`src/rtl/sub_serial_pkg.sv`:
```
// Shared types and helpers for the serial subtractor.
//   state_e  : FSM encoding {IDLE, RUN, DONE}
//   cnt_w()  : slice-counter width for a given slice count (min 1 bit)
//   DEF_*    : default geometry (32-bit operands, 4-bit slices)
package sub_serial_pkg;

  typedef enum logic [1:0] {IDLE, RUN, DONE} state_e;

  localparam int DEF_WIDTH  = 32;
  localparam int DEF_CHUNK  = 4;
  localparam int DEF_NSLICE = DEF_WIDTH / DEF_CHUNK;

  // A single-slice build still needs a 1-bit counter to stay legal.
  function automatic int cnt_w(input int nslice);
    return (nslice > 1) ? $clog2(nslice) : 1;
  endfunction

endpackage

```
`src/rtl/sub_serial_chunk.sv`:
```
// sub_chunk: combinational CHUNK-bit ripple subtractor (full-subtractor cells).
//   a, b  : slice operands (computes a - b)
//   bin   : borrow into bit 0
//   d     : slice difference
//   bout  : borrow out of the top bit
module sub_chunk #(
  parameter int CHUNK = 4
) (
  input  logic [CHUNK-1:0] a,
  input  logic [CHUNK-1:0] b,
  input  logic             bin,
  output logic [CHUNK-1:0] d,
  output logic             bout
);

  logic [CHUNK:0] br;

  always_comb begin
    br    = '0;
    d     = '0;
    br[0] = bin;
    for (int i = 0; i < CHUNK; i++) begin
      d[i]    = a[i] ^ b[i] ^ br[i];
      // borrow when a<b, or a==b and a borrow is already pending
      br[i+1] = (~a[i] & b[i]) | (~(a[i] ^ b[i]) & br[i]);
    end
    bout = br[CHUNK];
  end

endmodule

```
`src/rtl/sub_serial.sv`:
```
// sub_serial: multi-cycle serial subtractor, diff = d0 - d1, CHUNK bits/cycle.
//   clk, rst_n         : clock, async active-low reset
//   start / ready      : request handshake (accepted when ready=1)
//   d0, d1             : operands, sampled on the accepting edge
//   done               : one-cycle pulse when results become valid
//   diff, borrow_out,
//   overflow           : registered results, held until the next done
//   zero, negative     : extra result flags, present only when the
//                        SUB_SERIAL_FLAGS_EN macro is defined
module sub_serial
  import sub_serial_pkg::*;
#(
  parameter int WIDTH = DEF_WIDTH,
  parameter int CHUNK = DEF_CHUNK
) (
  input  logic             clk,
  input  logic             rst_n,
  input  logic             start,
  input  logic [WIDTH-1:0] d0,
  input  logic [WIDTH-1:0] d1,
  output logic             ready,
  output logic             done,
  output logic [WIDTH-1:0] diff,
  output logic             borrow_out,
`ifdef SUB_SERIAL_FLAGS_EN
  output logic             overflow,
  output logic             zero,
  output logic             negative
`else
  output logic             overflow
`endif
);

  localparam int NSLICE = WIDTH / CHUNK;
  localparam int CW     = cnt_w(NSLICE);

  if (WIDTH % CHUNK != 0) begin : g_bad_chunk
    $error("sub_serial: CHUNK must divide WIDTH");
  end

  state_e            state_q;
  logic [WIDTH-1:0]  a_q, b_q;
  logic [WIDTH-1:0]  sh_q, sh_d;     // diff shadow, filled slice by slice
  logic              bor_q;
  logic [CW-1:0]     cnt_q;
  logic              ready_q, done_q, bo_q, ov_q;
  logic [WIDTH-1:0]  diff_q;

  logic [CHUNK-1:0]  a_sl, b_sl, d_sl;
  logic              bout;

  // Slice mux / demux by compare rather than a multiplied part-select index.
  always_comb begin
    a_sl = '0;
    b_sl = '0;
    sh_d = sh_q;
    for (int i = 0; i < NSLICE; i++) begin
      if (cnt_q == CW'(i)) begin
        a_sl                 = a_q[i*CHUNK +: CHUNK];
        b_sl                 = b_q[i*CHUNK +: CHUNK];
        sh_d[i*CHUNK +: CHUNK] = d_sl;
      end
    end
  end

  sub_chunk #(.CHUNK(CHUNK)) u_chunk (
    .a    (a_sl),
    .b    (b_sl),
    .bin  (bor_q),
    .d    (d_sl),
    .bout (bout)
  );

`ifdef SUB_SERIAL_FLAGS_EN
  logic zero_q, neg_q;
  assign zero     = zero_q;
  assign negative = neg_q;
`endif

  always_ff @(posedge clk or negedge rst_n) begin
    if (!rst_n) begin
      state_q <= IDLE;
      a_q     <= '0;
      b_q     <= '0;
      sh_q    <= '0;
      bor_q   <= 1'b0;
      cnt_q   <= '0;
      ready_q <= 1'b1;
      done_q  <= 1'b0;
      diff_q  <= '0;
      bo_q    <= 1'b0;
      ov_q    <= 1'b0;
`ifdef SUB_SERIAL_FLAGS_EN
      zero_q  <= 1'b0;
      neg_q   <= 1'b0;
`endif
    end else begin
      done_q <= 1'b0;
      case (state_q)
        IDLE, DONE: begin
          if (start) begin
            a_q     <= d0;
            b_q     <= d1;
            bor_q   <= 1'b0;
            cnt_q   <= '0;
            ready_q <= 1'b0;
            state_q <= RUN;
          end else begin
            ready_q <= 1'b1;
            state_q <= IDLE;
          end
        end
        RUN: begin
          sh_q  <= sh_d;
          bor_q <= bout;
          cnt_q <= cnt_q + 1'b1;
          if (cnt_q == CW'(NSLICE-1)) begin
            state_q <= DONE;
            ready_q <= 1'b1;
            done_q  <= 1'b1;
            diff_q  <= sh_d;
            bo_q    <= bout;
            ov_q    <= (a_q[WIDTH-1] != b_q[WIDTH-1]) &&
                       (sh_d[WIDTH-1] != a_q[WIDTH-1]);
`ifdef SUB_SERIAL_FLAGS_EN
            zero_q  <= (sh_d == '0);
            neg_q   <= sh_d[WIDTH-1];
`endif
          end
        end
        default: begin
          state_q <= IDLE;
          ready_q <= 1'b1;
        end
      endcase
    end
  end

  assign ready      = ready_q;
  assign done       = done_q;
  assign diff       = diff_q;
  assign borrow_out = bo_q;
  assign overflow   = ov_q;

endmodule
```
`config.mk`:
```
export PLATFORM = sky130hd
export DESIGN_NAME = sub_serial
export DESIGN_NICKNAME = d
export VERILOG_FILES = /design/src/rtl/sub_serial_pkg.sv /design/src/rtl/sub_serial_chunk.sv /design/src/rtl/sub_serial.sv
export SDC_FILE = /design/constraint.sdc
export NUM_CORES = 1
export LEC_CHECK = 0
export ABC_AREA = 0
export ABC_CLOCK_PERIOD_IN_PS = 11850
export CAP_MARGIN = 5
export CORE_UTILIZATION = 57
export CTS_CLUSTER_DIAMETER = 200
export DETAILED_ROUTE_END_ITERATION = 6
export PLACE_DENSITY_LB_ADDON = 0.08
export SLEW_MARGIN = 30
export SYNTH_ARGS = -nofsm -noshare
export SYNTH_HDL_FRONTEND = slang
export SYNTH_HIERARCHICAL = 1
export SYNTH_SLANG_ARGS = --single-unit
```
`constraint.sdc`:
```
create_clock -name clk -period 11.85 [get_ports clk]
set_input_delay 1.7775 -clock clk [delete_from_list [all_inputs] [get_ports clk]]
set_output_delay 1.7775 -clock clk [all_outputs]
set_load 0.005 [all_outputs]
```
Word-level counts from Yosys, hierarchy flattened
Index checks and enable logic that the tools add are counted.
- bits in registers: 138
- bits of input ports: 67
- output and inout port bits: 36
- word-level logic and storage cells: 97
- add/sub/neg operators: 1
- eq/ne operators: 13
- multiplexer cells: 36
- bitwise gates (word level): 28
- reduce and logical (&&, ||, !) cells: 8
- operators by type and width (kind ; number):
    $mux W4 ; 24
    $eq A3 B3 Y1 const B ; 4
    $and A1 B1 Y1 ; 8
    $not A1 Y1 ; 8
    $xor A1 B1 Y1 ; 8
    $eq A3 B2 Y1 const B ; 2
    $mux W1 ; 6
    $pmux W3 S2 ; 1
    $reduce_and A2 Y1 ; 3
    $ne A2 B2 Y1 const B ; 2
    $or A1 B1 Y1 ; 4
    $pmux W1 S2 ; 2
    $pmux W2 S2 ; 1
    $add A3 B1 Y3 const B ; 1
    $eq A3 B1 Y1 const B ; 1
    $logic_not A3 Y1 ; 1
    $mux W3 ; 1
    $eq A2 B1 Y1 const B ; 1
    $eq A2 B2 Y1 const B ; 1
    $logic_not A2 Y1 ; 1
    $mux W2 ; 1
    $ne A1 B1 Y1 ; 2
    $reduce_bool A2 Y1 ; 1
    $reduce_or A2 Y1 ; 1
    $logic_and A1 B1 Y1 ; 1

Longest topological paths before layout
Gate-level depths: netlist (run 1).
- depth after elaboration: 21
- gate-level depth with buffers: 19
- depth with buffers taken out: 15

Cells and area by module
Netlist (run 1), hierarchy kept.
- by module, submodules not included (module ; instances ; cells each ; area each (µm²) ; sequential area each (µm²)):
    sub_serial ; 1 ; 625 ; 6115.9 ; 3354.5
    sub_chunk ; 1 ; 14 ; 117.6 ; 0.0

Worst setup path after synthesis (run 1)
Ideal clock, no wire load.
- path kind: reg2reg
- start: reg cnt_q[2]
- end: reg sh_q[7]
- arrival: 4.017 ns
- required time: 11.722 ns
- path slack: 7.705 ns
- stages on the path, launching flop included: 18
- clock period less this slack: 4.145 ns
- cell sequence: dfrtp_1 > buf_4 > buf_6 > clkinv_1 > ha_1 > or2_2 > clkbuf_1 > a221o_1 > a31oi_1 > fa_1 > inv_1 > fa_1 > fa_1 > inv_1 > fa_1 > clkbuf_1 > clkbuf_1 > mux2_1
- longest elaborated chain between the ends: 19
- elaborated cells on any way between the ends: 45
- those cells by class: eq/ne (7); mux (17); bitwise (20); reduce/logical (1)
- RTL lines (element ; line ; text):
    start, declared ; sub_serial.sv:45 ; logic [CW-1:0] cnt_q;
    start signal, assigned ; sub_serial.sv:116 ; cnt_q <= cnt_q + 1'b1;
    $logic_not A3 Y1 ; sub_serial.sv:58 ; if (cnt_q == CW'(i)) begin
    $mux W4 (7 in a row) ; sub_serial.sv:58 ;
    $mux W4 (*) ; sub_serial.sv:58 ;
    named net a_sl[0] ; sub_serial.sv:49 ; logic [CHUNK-1:0] a_sl, b_sl, d_sl;
    $xor A1 B1 Y1 ; sub_serial_chunk.sv:25 ; br[i+1] = (~a[i] & b[i]) | (~(a[i] ^ b[i]) & br[i]);
    $not A1 Y1 ; sub_serial_chunk.sv:25 ;
    $and A1 B1 Y1 ; sub_serial_chunk.sv:25 ;
    $or A1 B1 Y1 (*) ; sub_serial_chunk.sv:25 ;
    $and A1 B1 Y1 (*) ; sub_serial_chunk.sv:25 ;
    $or A1 B1 Y1 (*) ; sub_serial_chunk.sv:25 ;
    $and A1 B1 Y1 (*) ; sub_serial_chunk.sv:25 ;
    $or A1 B1 Y1 (*) ; sub_serial_chunk.sv:25 ;
    $xor A1 B1 Y1 (*) ; sub_serial_chunk.sv:23 ; d[i] = a[i] ^ b[i] ^ br[i];
    named net d_sl[3] ; sub_serial.sv:49 ;
    $mux W4 (*) ; sub_serial.sv:58 ;
    end signal, assigned ; sub_serial.sv:85 ; sh_q <= '0;
    end signal, assigned ; sub_serial.sv:114 ; sh_q <= sh_d;
    end, declared ; sub_serial.sv:43 ; logic [WIDTH-1:0] sh_q, sh_d;
Mark *: on every way through the listed nets, which the timed path passes. The rest lies on a longest branch.
A chain may end at the register's enable or synchronous reset.

Final worst setup path (run 1)
- start: reg cnt_q[2]
- end: reg ov_q (netlist: overflow)
- longest elaborated chain between the ends: 21
- elaborated cells on any way between the ends: 48
- those cells by class: eq/ne (8); mux (17); bitwise (20); reduce/logical (3)
- RTL lines (element ; line ; text):
    $logic_not A3 Y1 ; sub_serial.sv:58 ;
    $mux W4 (7 in a row) ; sub_serial.sv:58 ;
    $mux W4 (*) ; sub_serial.sv:58 ;
    named net a_sl[0] ; sub_serial.sv:49 ;
    $xor A1 B1 Y1 ; sub_serial_chunk.sv:25 ;
    $not A1 Y1 ; sub_serial_chunk.sv:25 ;
    $and A1 B1 Y1 ; sub_serial_chunk.sv:25 ;
    $or A1 B1 Y1 (*) ; sub_serial_chunk.sv:25 ;
    $and A1 B1 Y1 (*) ; sub_serial_chunk.sv:25 ;
    $or A1 B1 Y1 (*) ; sub_serial_chunk.sv:25 ;
    $and A1 B1 Y1 (*) ; sub_serial_chunk.sv:25 ;
    $or A1 B1 Y1 (*) ; sub_serial_chunk.sv:25 ;
    $xor A1 B1 Y1 (*) ; sub_serial_chunk.sv:23 ;
    named net d_sl[3] ; sub_serial.sv:49 ;
    $mux W4 (*) ; sub_serial.sv:58 ;
    $ne A1 B1 Y1 (*) ; sub_serial.sv:124 ; (sh_d[WIDTH-1] != a_q[WIDTH-1]);
    $logic_and A1 B1 Y1 (*) ; sub_serial.sv:123 ; ov_q <= (a_q[WIDTH-1] != b_q[WIDTH-1]) &&
    end signal, assigned ; sub_serial.sv:123 ;
    end, declared ; sub_serial.sv:46 ; logic ready_q, done_q, bo_q, ov_q;
Marked as above.

==> results of run 1 <==
## sequential cells by signal, summed over array words and instances (netlist names)
register    cells
overflow        1
ready           1
b_q            32
state_q         2
diff           32
a_q            32
sh_q           28
borrow_out      1
bor_q           1
done            1
cnt_q           3
## cells by family after synthesis
| group | synth area share |
|---|---|
| compound gates | 0.109 |
| simple gates | 0.173 |
| flops | 0.538 |
| buf+inv | 0.0510 |
| mux | 0.105 |
| fa+ha+maj | 0.0249 |
## layout make-up
cell class              instances  area share
clock buffers                  29      0.0642
clock inverters                 3     0.00547
inverters                      23      0.0111
multi-input cells             433       0.331
flip-flops and latches        134       0.431
well taps                     136      0.0219
repair buffers                106       0.135
## power breakdown
group          total [W]  internal, W  leakage (nW)  switching, W
Combinational    0.00128     0.000524          1.78      0.000761
Sequential      0.000830     0.000682          1.65      0.000148
Clock           0.000483     0.000301         0.261      0.000182
Total            0.00260      0.00151          3.69       0.00109
## final timing paths
path / start / end / cells past startpoint
setup / recovery: cnt_q[2] / overflow / 14
hold / removal: a_q[29] / a_q[29] / 2
setup reg to reg: cnt_q[2] / overflow / 14
hold reg to reg: a_q[29] / a_q[29] / 2
max in group asynchronous: rst_n / sh_q[21] / 2
min in group asynchronous: rst_n / b_q[14] / 1
## critical path, cell delays in order, from the launching register on
cell	delay [ns]
dfrtp_1	0.75
clkinv_1	0.41
ha_1	0.52
or2_2	0.44
a221o_1	0.28
a31oi_1	0.21
fa_1	0.22
inv_1	0.05
fa_1	0.37
fa_1	0.37
inv_1	0.07
fa_1	0.62
and3b_1	0.29
a21oi_1	0.11
o21ai_0	0.09
## cell usage in the layout (no fill, tap or decap), types with 4 or more instances in the layout
cell,count
buf_4,4
ha_1,6
mux2i_1,28
clkbuf_16,16
a22oi_1,8
mux2_2,32
o32a_1,8
nand2_1,209
o31ai_1,8
inv_1,22
a31oi_1,8
clkdlybuf4s50_1,101
nand3_1,4
a221o_1,8
o21ai_0,39
nor2b_1,10
clkbuf_1,8
nand3b_1,9
clkbuf_8,5
nand2b_1,12
fa_1,4
a21oi_1,25
dfrtp_1,133
## per-layer routing
metal / global-route usage / wire (um) / part of all wire
met3: 0.0650 / 687 / 0.047
met5: 0 / 0 / 0
met2: 0.438 / 6900 / 0.48
met4: 0.0851 / 243 / 0.017
met1: 0.383 / 6660 / 0.46
## through the flow
stage | power [W] | hold slack [ns]
after floorplan | 0.00168 | 0.437
after global placement | 0.00205 | 0.456
after detailed placement | 0.00211 | 0.454
after CTS | 0.00261 | 0.472
after global routing | 0.00279 | 0.505
final | 0.00260 | 0.471
==> results.md, run 1 <==
- FFs w/ async S/R, synth: 1.00
- CTS Buffer Depth: 2
- Postcts setup bufs: 0
- Fraction of post-synthesis cell area in the top cell type by area: 0.534
- Skew final: 0.00738 ns
- FF+latch area: 0.00335 sq mm
- Power per cell area: 334 mW/mm^2
- Layout cells sized above 1: 0.0934
- Netlist cell types: 35
- Drt drc: 0
- Fin crit share: 0.417
- CTS tree: built
- Inst Count DP: 832
- Post-synth top cells: 209 x nand2_1, 133 x dfrtp_1, 39 x o21ai_0
- Post-cts hold buffer count: 0
- Ys flop type: dfrtp_1
- Reg clk slew, reported paths: 0.06 ns
- GRT Overall Usage: 0.277
- Data arrival time of the worst path: 5.33 ns
- Die width: 107 um
- Clock latency on the worst-skew pair: 0.53 ns
- CTS Buf Count: 17
- Clock sinks: 134
- Area contributors post-synth: dfrtp_1 53%, nand2_1 13%, mux2_2 5.8%
- Synth area leader: dfrtp_1
- Final std cells w/o fill: 864
- FP Rows: 37
- Antenna Nets Post-Route: 0
- Post-Synthesis Net Count: 716
- Area of the multi-input gates: 0.00258 sq mm
- Vias per cell: 5.54
- Sequential-to-total area share from yosys stat: 0.538
- Setup TNS: 0 ns
- WL final: 14.5 mm
- Pin count of the biggest net entering global routing: 84
- Peak VDD IR: 301 uV
- Starting Density: 0.596
- RSZ-0062 raised after global routing: false
- R2R Setup Slk: 6.91 ns
- Via count: 4,783
- Final count of hold timing violations: 0
- Final worst slack: 6.91 ns
- P&R area growth vs syn: 24.8%
- Number of port buffers: 102
- Initial DRC Count: 291
- Flop and latch count out of synthesis: 134
- Initial antenna violation count: 0
- Worst setup EP type: register
- Pre-Repair DR Iteration Count: 5
- Post-synth EDFFs: 0
- IO Pins: 103
- Post-Syn Area: 0.00623 sq mm
- HPWL Detailed: 9.56 mm
- Startpoint Class: register
- Fillers: 770
- Max-slew violations: 0
- H-Tree Depth: 4
- Pleak: 3.69 nW
- Placer Congestion: 0.889
- Die Footprint: 0.0114 sq mm
- Total core area: 0.0105 sq mm
- Root Buffer: clkbuf_8
- Worst endpoint required time: 12.23 ns
- Crit path kind: register to register
- Slew @ Worst Pin: 0.913 ns
- First-pass GRT wire length: 23.8 mm
- Slew HR: 0.391
- Avg WL per Cell: 16.8 um
- GRT overflow: 0
- Dpl ws: 6.91 ns
- Synthesized netlist cell count: 639
- Synth warnings: 6
- Total of max-cap violations: 0
- Avg Synthesized Cell Area: 9.76 sq um
- Die height: 107 um
- # setup viols final: 0
- ANT cells: 0
- Critical Path Fanout Max: 22
- Post_cts resized: 0
- Max frequency: 0.202 GHz
- Hold Path Class: register to register
- Placed Area: 0.00724 sq mm
- NumNets Final: 792
- Final Core Density: 0.744
- Cell with the most instances after synthesis: nand2_1
- Status: finished, final reports clean
- Vias in the first global route: 4,815
- Fin area: 0.00778 sq mm
- Fin crit period: 4.94 ns
Power figures use the tool's default switching activity.
==> run 2, diff against run 1 <==
ABC_CLOCK_PERIOD_IN_PS = 4500   (was 11850)
CORE_UTILIZATION = 48   (was 57)
clock period = 4.5 ns   (was 11.85 ns; I/O delays follow)
==> run 2 against run 1 <==
Compared with the run above:
- global-route usage shrank 4.2 points
- combinational power grew to 2.6 times the previous value
- sequential cell count is the same
- final area grew 2.3%
- first-iteration DRC count shrank 17%
- die area grew 18%
- critical endpoint unchanged
- largest cell class unchanged
==> results.md, run 2 (synthesized netlist as in run 1, its figures left out) <==
- ANT cells: 0
- Via count: 4,688
- Top delay family on crit path: adder cells
- Worst endpoint required time: 4.78 ns
- Switching fraction of total power: 0.407
- CTS tree: built
- Root Buffer: clkbuf_16
- Fin crit share: 0.935
- Pre-Repair DR Iteration Count: 4
- Number of port buffers: 102
- FP Rows: 41
- Most frequent CP cell: fa_1
- Placed Area: 0.00735 sq mm
- Total of max-cap violations: 0
- Slew HR: 0.540
- WL final: 14.2 mm
- Peak VDD IR: 890 uV
- P&R area growth vs syn: 27.7%
- Max frequency: 0.238 GHz
- Slowest cell on the critical path: fa_1
- Slew @ Worst Pin: 0.689 ns
- Most frequent cells in the layout: 209 x nand2_1, 133 x dfrtp_1, 101 x clkdlybuf4s50_1, 39 x o21ai_0, 32 x mux2_2
- Initial DRC Count: 242
- Critical path, cell by cell: inv_1 > ha_1 > a22oi_1 > o32a_1 > a31oi_1 > fa_1 > inv_1 > fa_1 > fa_1 > inv_1 > fa_1 > and3b_1 > a21oi_1 > o21ai_0
- Sequential Power Share: 0.312
- # setup viols final: 0
- Worst setup EP type: register
- Reg clk slew, reported paths: 0.06 ns
- GRT overflow: 0
- Vias per cell: 5.16
- Hold Path Class: input port to asynchronous set/reset pin
- Post_cts resized: 0
- Worst path max stage delay: 0.62 ns
- CTS Buffer Depth: 2
- Final worst slack: 0.292 ns
- Critical Path Fanout Max: 19
- NumNets Final: 800
- Initial antenna violation count: 0
- Clock sinks: 134
- Crit path kind: register to register
- Max-slew violations: 0
- Placer Congestion: 0.848
- Pin count of the biggest net entering global routing: 135
- CTS Buf Count: 17
- Vias in the first global route: 4,757
- GRT met3 Usage: 0.0528
- Die Footprint: 0.0134 sq mm
- Fin area: 0.00796 sq mm
- Layout cells sized above 1: 0.110
- Skew final: 0.0108 ns
- Post-cts hold buffer count: 0
- Setup TNS: 0 ns
- Total core area: 0.0126 sq mm
- Met1 Track Usage GR: 0.292
- Avg WL per Cell: 15.7 um
- RSZ-0062 raised after global routing: false
- Most common cell after layout, fill and taps aside: nand2_1
- Grt peak-use layer: met2
- GRT Overall Usage: 0.235
- Final Core Density: 0.631
- Startpoint Class: register
- Drt drc: 0
- Die height: 116 um
- Logic gate share of total power: 0.484
- Antenna Nets Post-Route: 0
- Hold_ws: 0.380 ns
- Psw: 0.00283 W
- Clock power share: 0.204
- Fin crit period: 4.21 ns
- Final count of hold timing violations: 0
- First-pass GRT wire length: 23.6 mm
- Power per cell area: 872 mW/mm^2
- Int Pwr: 0.00411 W
- Die width: 116 um
- Starting Density: 0.494
- M2 GR Usage: 0.389
- Status: finished, final reports clean
- H-Tree Depth: 4
- Pleak: 3.77 nW
- Data arrival time of the worst path: 4.49 ns
- Clock latency on the worst-skew pair: 0.42 ns
- HPWL Detailed: 9.82 mm
- Crit path buf inv count: 3
- Dpl ws: 0.296 ns
- IO Pins: 103
- Postcts setup bufs: 0
==> run 2: cell types whose count changed in the layout (fill, tap and decap cells not counted), moves of 2 or more <==
cell,delta
bufinv_16,+2
buf_4,+8
clkbuf_8,-2
clkinv_2,+2
clkbuf_1,-4
==> run 2: per-layer routing <==
layer	up-vias	part of all wire
met3	25	0.035
li1	2292	-
met4	0	0.024
met1	2268	0.44
met2	103	0.50
met5	-	0
==> run 2: cell type report <==
cell class	count	area [sq um]
Clock buffer	24	482
Clock inverter	8	121
Fill cell	1114	4660
Inverter	23	86.3
Multi-Input combinational cell	433	2580
Sequential cell	134	3350
Tap cell	172	215
Timing Repair Buffer	114	1120
==> run 2: path summary, 6_finish.rpt <==
| path | start | endpoint | slack [ns] | cells after the start |
|---|---|---|---|---|
| worst max-delay path | cnt_q[0] | overflow | 0.29 | 14 |
| worst min-delay path | rst_n | diff[18] | 0.38 | 2 |
| worst max register to register | cnt_q[0] | overflow | 0.29 | 14 |
| worst min register to register | b_q[3] | b_q[3] | 0.47 | 2 |
| max in group asynchronous | rst_n | b_q[24] | 3.64 | 2 |
| min in group clk | b_q[3] | b_q[3] | 0.47 | 2 |
==> run 2: power by group through the flow <==
stage | sequential (W) | clock (W) | combinational (W)
6_report | 0.00216 | 0.00142 | 0.00336
5_1_grt | 0.00223 | 0.00149 | 0.00378
4_1_cts | 0.00217 | 0.00144 | 0.00341
3_5_place_dp | 0.00219 | 0 | 0.00340
3_3_place_gp | 0.00217 | 0 | 0.00331
2_1_floorplan | 0.00206 | 0 | 0.00236
==> run 2: metrics by stage <==
| stage | cells | power (W) |
|---|---|---|
| after detailed placement | 876 | 0.00559 |
| final | 908 | 0.00694 |
| after floorplan | 639 | 0.00442 |
| after global placement | 876 | 0.00548 |
| after global routing | 908 | 0.00750 |
| after CTS | 908 | 0.00702 |
==> run 3, diff against run 2 <==
--- a/config.mk
+++ b/config.mk
@@ -13,4 +13,5 @@
 export DETAILED_ROUTE_END_ITERATION = 6
 export PLACE_DENSITY_LB_ADDON = 0.08
+export SKIP_CTS_REPAIR_TIMING = 1
 export SLEW_MARGIN = 30
 export SYNTH_ARGS = -nofsm -noshare
@@ -18,2 +19,3 @@
 export SYNTH_HIERARCHICAL = 1
 export SYNTH_SLANG_ARGS = --single-unit
+export TNS_END_PERCENT = 50
==> constraint.sdc (replaced) <==
create_clock -name clk -period 4.5 [get_ports clk]
set_input_delay 0.675 -clock clk [delete_from_list [all_inputs] [get_ports clk]]
set_output_delay 0.675 -clock clk [all_outputs]
set_load 0.05 [all_outputs]
==> results of run 3 <==
Same layout as run 2 (identical final DEF). Status: finished, final reports clean.
Power of run 3 is not shown: default switching activity piles up to over one toggle a cycle in this logic, so the estimate is an artifact.
